### src/rtl/vga_sync_gen.sv
// -----------------------------------------------------------------------------
// vga_sync_gen
//   Raster timing generator. A clock divider produces a pixel tick, and the
//   tick advances the horizontal and vertical position counters. All timing
//   outputs are registered on the same edge as the counters, so they always
//   describe the position currently shown on x_o/y_o.
//
// Ports
//   clk_i         system clock
//   rst_ni        asynchronous reset, active-low
//   en_i          run enable; low freezes divider, counters and levels
//   pix_tick_o    one-clk pulse; counters advance on the next rising edge
//   hsync_o       horizontal sync (asserted level = SYNC_POL)
//   vsync_o       vertical sync   (asserted level = SYNC_POL)
//   active_o      current position lies in the visible window
//   x_o           horizontal position, 0 .. H_TOTAL-1
//   y_o           vertical position,   0 .. V_TOTAL-1
//   line_start_o  one-clk pulse after the counters wrapped to x = 0
//   frame_start_o one-clk pulse after the counters wrapped to (0,0)
// -----------------------------------------------------------------------------
module vga_sync_gen #(
  parameter int unsigned CLK_DIV  = 4,
  parameter int unsigned H_ACTIVE = 640,
  parameter int unsigned H_FP     = 16,
  parameter int unsigned H_SYNC   = 96,
  parameter int unsigned H_BP     = 48,
  parameter int unsigned V_ACTIVE = 480,
  parameter int unsigned V_FP     = 10,
  parameter int unsigned V_SYNC   = 2,
  parameter int unsigned V_BP     = 33,
  parameter bit          SYNC_POL = 1'b0,
  localparam int unsigned H_TOTAL = H_ACTIVE + H_FP + H_SYNC + H_BP,
  localparam int unsigned V_TOTAL = V_ACTIVE + V_FP + V_SYNC + V_BP,
  localparam int unsigned HW      = $clog2(H_TOTAL),
  localparam int unsigned VW      = $clog2(V_TOTAL)
) (
  input  logic          clk_i,
  input  logic          rst_ni,
  input  logic          en_i,
  output logic          pix_tick_o,
  output logic          hsync_o,
  output logic          vsync_o,
  output logic          active_o,
  output logic [HW-1:0] x_o,
  output logic [VW-1:0] y_o,
  output logic          line_start_o,
  output logic          frame_start_o
);

  // Divider needs at least one bit even when CLK_DIV = 1 (it then stays 0).
  localparam int unsigned DW = (CLK_DIV > 1) ? $clog2(CLK_DIV) : 1;

  localparam logic [DW-1:0] DIV_LAST = DW'(CLK_DIV - 1);
  localparam logic [HW-1:0] X_LAST   = HW'(H_TOTAL - 1);
  localparam logic [HW-1:0] X_ACT    = HW'(H_ACTIVE);
  localparam logic [HW-1:0] HS_BEG   = HW'(H_ACTIVE + H_FP);
  localparam logic [HW-1:0] HS_END   = HW'(H_ACTIVE + H_FP + H_SYNC);
  localparam logic [VW-1:0] Y_LAST   = VW'(V_TOTAL - 1);
  localparam logic [VW-1:0] Y_ACT    = VW'(V_ACTIVE);
  localparam logic [VW-1:0] VS_BEG   = VW'(V_ACTIVE + V_FP);
  localparam logic [VW-1:0] VS_END   = VW'(V_ACTIVE + V_FP + V_SYNC);

  logic [DW-1:0] div_q, div_d;
  logic [HW-1:0] x_q, x_d;
  logic [VW-1:0] y_q, y_d;
  logic          hsync_q, hsync_d;
  logic          vsync_q, vsync_d;
  logic          active_q, active_d;
  logic          line_q, line_d;
  logic          frame_q, frame_d;
  logic          tick_s;
  logic          x_wrap_s;
  logic          y_wrap_s;

  // Next-state logic: divider, position counters, levels and strobes.
  always_comb begin
    // rst_ni gating keeps the tick quiet during reset when CLK_DIV = 1.
    tick_s   = rst_ni & en_i & (div_q == DIV_LAST);
    x_wrap_s = (x_q == X_LAST);
    y_wrap_s = (y_q == Y_LAST);

    if (!en_i) begin
      div_d = div_q;
    end else if (div_q == DIV_LAST) begin
      div_d = '0;
    end else begin
      div_d = div_q + DW'(1);
    end

    if (tick_s) begin
      x_d = x_wrap_s ? '0 : x_q + HW'(1);
      if (x_wrap_s) begin
        y_d = y_wrap_s ? '0 : y_q + VW'(1);
      end else begin
        y_d = y_q;
      end
    end else begin
      x_d = x_q;
      y_d = y_q;
    end

    // Levels are decoded from the next position so they line up with x_q/y_q.
    hsync_d  = ((x_d >= HS_BEG) && (x_d < HS_END)) ? SYNC_POL : ~SYNC_POL;
    vsync_d  = ((y_d >= VS_BEG) && (y_d < VS_END)) ? SYNC_POL : ~SYNC_POL;
    active_d = (x_d < X_ACT) && (y_d < Y_ACT);
    line_d   = tick_s & x_wrap_s;
    frame_d  = tick_s & x_wrap_s & y_wrap_s;
  end

  // State and registered outputs.
  always_ff @(posedge clk_i or negedge rst_ni) begin
    if (!rst_ni) begin
      div_q    <= '0;
      x_q      <= '0;
      y_q      <= '0;
      hsync_q  <= ~SYNC_POL;
      vsync_q  <= ~SYNC_POL;
      active_q <= 1'b1;
      line_q   <= 1'b0;
      frame_q  <= 1'b0;
    end else begin
      div_q    <= div_d;
      x_q      <= x_d;
      y_q      <= y_d;
      hsync_q  <= hsync_d;
      vsync_q  <= vsync_d;
      active_q <= active_d;
      line_q   <= line_d;
      frame_q  <= frame_d;
    end
  end

  assign pix_tick_o    = tick_s;
  assign hsync_o       = hsync_q;
  assign vsync_o       = vsync_q;
  assign active_o      = active_q;
  assign x_o           = x_q;
  assign y_o           = y_q;
  assign line_start_o  = line_q;
  assign frame_start_o = frame_q;

endmodule

### config.mk
export PLATFORM = sky130hd
export DESIGN_NAME = vga_sync_gen
export DESIGN_NICKNAME = d
export VERILOG_FILES = /design/src/rtl/vga_sync_gen.sv
export SDC_FILE = /design/constraint.sdc
export NUM_CORES = 1
export LEC_CHECK = 0
export CAP_MARGIN = 5
export CORE_UTILIZATION = 54
export DETAILED_ROUTE_END_ITERATION = 8
export GPL_ROUTABILITY_DRIVEN = 0
export PLACE_DENSITY = 0.88
export REMOVE_ABC_BUFFERS = 1
export SETUP_SLACK_MARGIN = 0.1
export SYNTH_ARGS = -nofsm -noshare
export SYNTH_HDL_FRONTEND = slang
export SYNTH_SLANG_ARGS = --single-unit
### constraint.sdc
create_clock -name clk_i -period 7.8 [get_ports clk_i]
set_clock_uncertainty 0.2 [all_clocks]
set_input_delay 1.17 -clock clk_i [delete_from_list [all_inputs] [get_ports clk_i]]
set_output_delay 1.17 -clock clk_i [all_outputs]
set_load 0.01 [all_outputs]
==> reports/qor.yml <==
status: "completed"
cts_tree: "yes"
grt-ovfl-total: 0
drt-total-wl_um: 3250
final_util_pct: 70.5
wl_per_cell_um: 15.6
antenna_cells: 0
die_y_um: 53.1
cts.sinks: 27
switching_share_pct: 29.4
post-route-period-util_pct: 54.5
crit_arrival_ns: 2.88
grt_pass1_vias: 1128
async_reset_ff_share_pct: 100
grt_first_pass_wirelength_um: 5320
rows: 18
ioPinCount: 29
dpl.hpwl_um: 2460
netlist.area_leader.share_pct: 42.6
p_leak_uw: 0.000759
post-route-min-period_ns: 4.25
start_kind: "primary input"
relSlewSlack_pct: 59.4
synthFlopType: "dfrtp_1"
hp-class: "register to register"
ys_seq_elements: 27
synthSimpleGateAreaFrac_pct: 25.6
cellPowerDensity_nw_per_um2: 164
finalMaxSlewViolations: 0
dr.pass1.iters: 4
yosysTopAreaCell: "dfrtp_1"
drcViolationCount: 0
rsz0062_at_grt: "no"
crit_type: "primary input to output pin"
core_area_um2: 2480
synth_top_cells_by_area: "dfrtp_1, dfstp_2, nand2_1"
slowest_stage: "clkdlybuf4s50_1"
numPortBuffers: 28
vias_per_cell: 6.09
synth_top_family_by_area: "simple AND/OR/NAND/NOR gates"
finalHoldViolCount: 0
clkSlewWorstSetupHoldPaths_ns: 0.15
gr-usage-all-layers_pct: 26.8
maxCapViolCount: 0
cp-end-kind: "output pin"
p_comb_share_pct: 20.1
synth_fa_ha_area_share_pct: 3.55
cts_max_path_buffers: 2
fp.dieArea_um2: 2820
switchingPower_uw: 84.2
drt-initial-drc-count: 66
vias: 1266
cpMostUsedCell: "clkdlybuf4s50_1"
p_seq_share_pct: 58.2
post-cts-setup-buffer-count: 0
cts_hold_buf: 0
crit_chain: "clkdlybuf4s50_1, buf_4, nand3_1, inv_1, clkdlybuf4s50_1"
drive_above_1_share_pct: 7.87
internal-power_uw: 203
nFillCells: 208
synth-xor-area-share_pct: 3.72
power.clock.fraction_pct: 21.7
muxShareOfSynthArea_pct: 1.60
grt_start_max_net_pins: 31
cts_root_buf: "clkbuf_4"
ir_drop_mv: 0.152
setup_viol: 0
regArea_um2: 679
total_power_uw: 287
antenna_found_initial: 0
die_x_um: 53.1
multiInputGateArea_um2: 667
ant_nets: 0
avgSynthCellArea_um2: 9.41
synth_edf_count: 0
yosys_warnings: 0
tightest_slew_ns: 0.603
reg2reg_setup_slack_ns: 4.69
clk_latency_ns: 0.33
syn_area_um2: 1410
postCtsResizedCells: 0
synth.distinct_cells: 39
max_stage_delay_ns: 0.55
setup_tns_ns: 0
initial_core_util_pct: 57.0
cp.required_ns: 6.43
htreeDepth: 1
path_max_fanout: 30
synth_compound_area_share_pct: 12.8
yosysSeqAreaShare_pct: 48.1
numCtsBuffers: 3
fmax_mhz: 235
synthCells: 150
nets: 186
synthToLayoutAreaGrowth_pct: 23.8
## kinds of logic (layout without fill, tap and decap cells)
family,Yosys count,count (layout)
XOR/XNOR,6,6
adder cells (fa/ha/maj),4,4
buffers and inverters,17,45
multiplexers,2,2
flip-flops,27,27
AND/OR/NAND/NOR,67,67
AO/OA/AOI/OAI,27,27
## cell usage after synthesis (2+ instances only)
| master | count |
|---|---|
| o21ai_0 | 12 |
| dfrtp_1 | 24 |
| ha_1 | 4 |
| nor2_1 | 6 |
| nand4_1 | 5 |
| or2_2 | 2 |
| inv_1 | 12 |
| clkbuf_1 | 4 |
| xnor2_1 | 5 |
| o31a_1 | 2 |
| or4_1 | 5 |
| nand2_1 | 19 |
| mux2_2 | 2 |
| o31ai_1 | 2 |
| nor4_1 | 3 |
| nor3_1 | 5 |
| dfstp_2 | 3 |
| nand3_1 | 11 |
| or3_1 | 4 |
## layer usage
layer / global-route usage (%) / routed length [um]
met1: 35.6 / 1320
met5: 0 / 0
met2: 43.2 / 1640
met3: 3.45 / 247
met4: 11.8 / 41
## state kept, by name, indices dropped and copies added, names as in the netlist
| signal | cells |
|---|---|
| active_o | 1 |
| div_q | 2 |
| frame_start_o | 1 |
| hsync_o | 1 |
| line_start_o | 1 |
| vsync_o | 1 |
| x_o | 10 |
| y_o | 10 |
## power groups by stage
stage               Clock (uW)  Combinational, uW  Sequential, uW
floorplan                    0               25.3             170
global placement             0               51.9             168
detailed placement           0               59.0             169
CTS                       62.6               58.4             167
global route              69.8               63.4             170
finish                    62.3               57.7             167
## final timing paths
check	start	cells past startpoint	end
min reg2reg	div_q[1]	1	div_q[1]
min	div_q[1]	1	div_q[1]
min in group asynchronous	rst_ni	2	x_o[2]
max reg2reg	x_o[0]	6	active_o
max in group asynchronous	rst_ni	2	vsync_o
max	rst_ni	5	pix_tick_o
## critical path, delay by kind of cell
kind / cells / cell delay [ns]
buf+inv: 4 / 1.48
simple gates: 1 / 0.22
## area by class of cell
cell class / instances / area share, %
clock buffers: 3 / 1.29
clock inverters: 1 / 0.430
inverters: 12 / 2.58
multi-input cells: 106 / 38.2
flip-flops and latches: 27 / 38.9
well taps: 30 / 2.15
repair buffers: 29 / 16.5
## per-stage QoR
step                      cell area [um^2]  hold slack [ns]  setup WS (ns)  cells
after floorplan                       1390            0.285           4.43    145
after global placement                1720            0.294           3.40    204
after detailed placement              1720            0.332           3.33    204
after CTS                             1750            0.365           3.52    208
after global routing                  1750            0.404           3.39    208
final                                 1750            0.355           3.55    208
## layout by cell type, fill, tap and decap left out, types with 3 or more instances in the layout
cell type	n
clkdlybuf4s50_1	28
dfrtp_1	24
nand2_1	19
inv_1	12
o21ai_0	12
nand3_1	11
nor2_1	6
or4_1	5
nand4_1	5
xnor2_1	5
nor3_1	5
or3_1	4
ha_1	4
nor4_1	3
dfstp_2	3
clkbuf_4	3
Power figures use the tool's default switching activity.
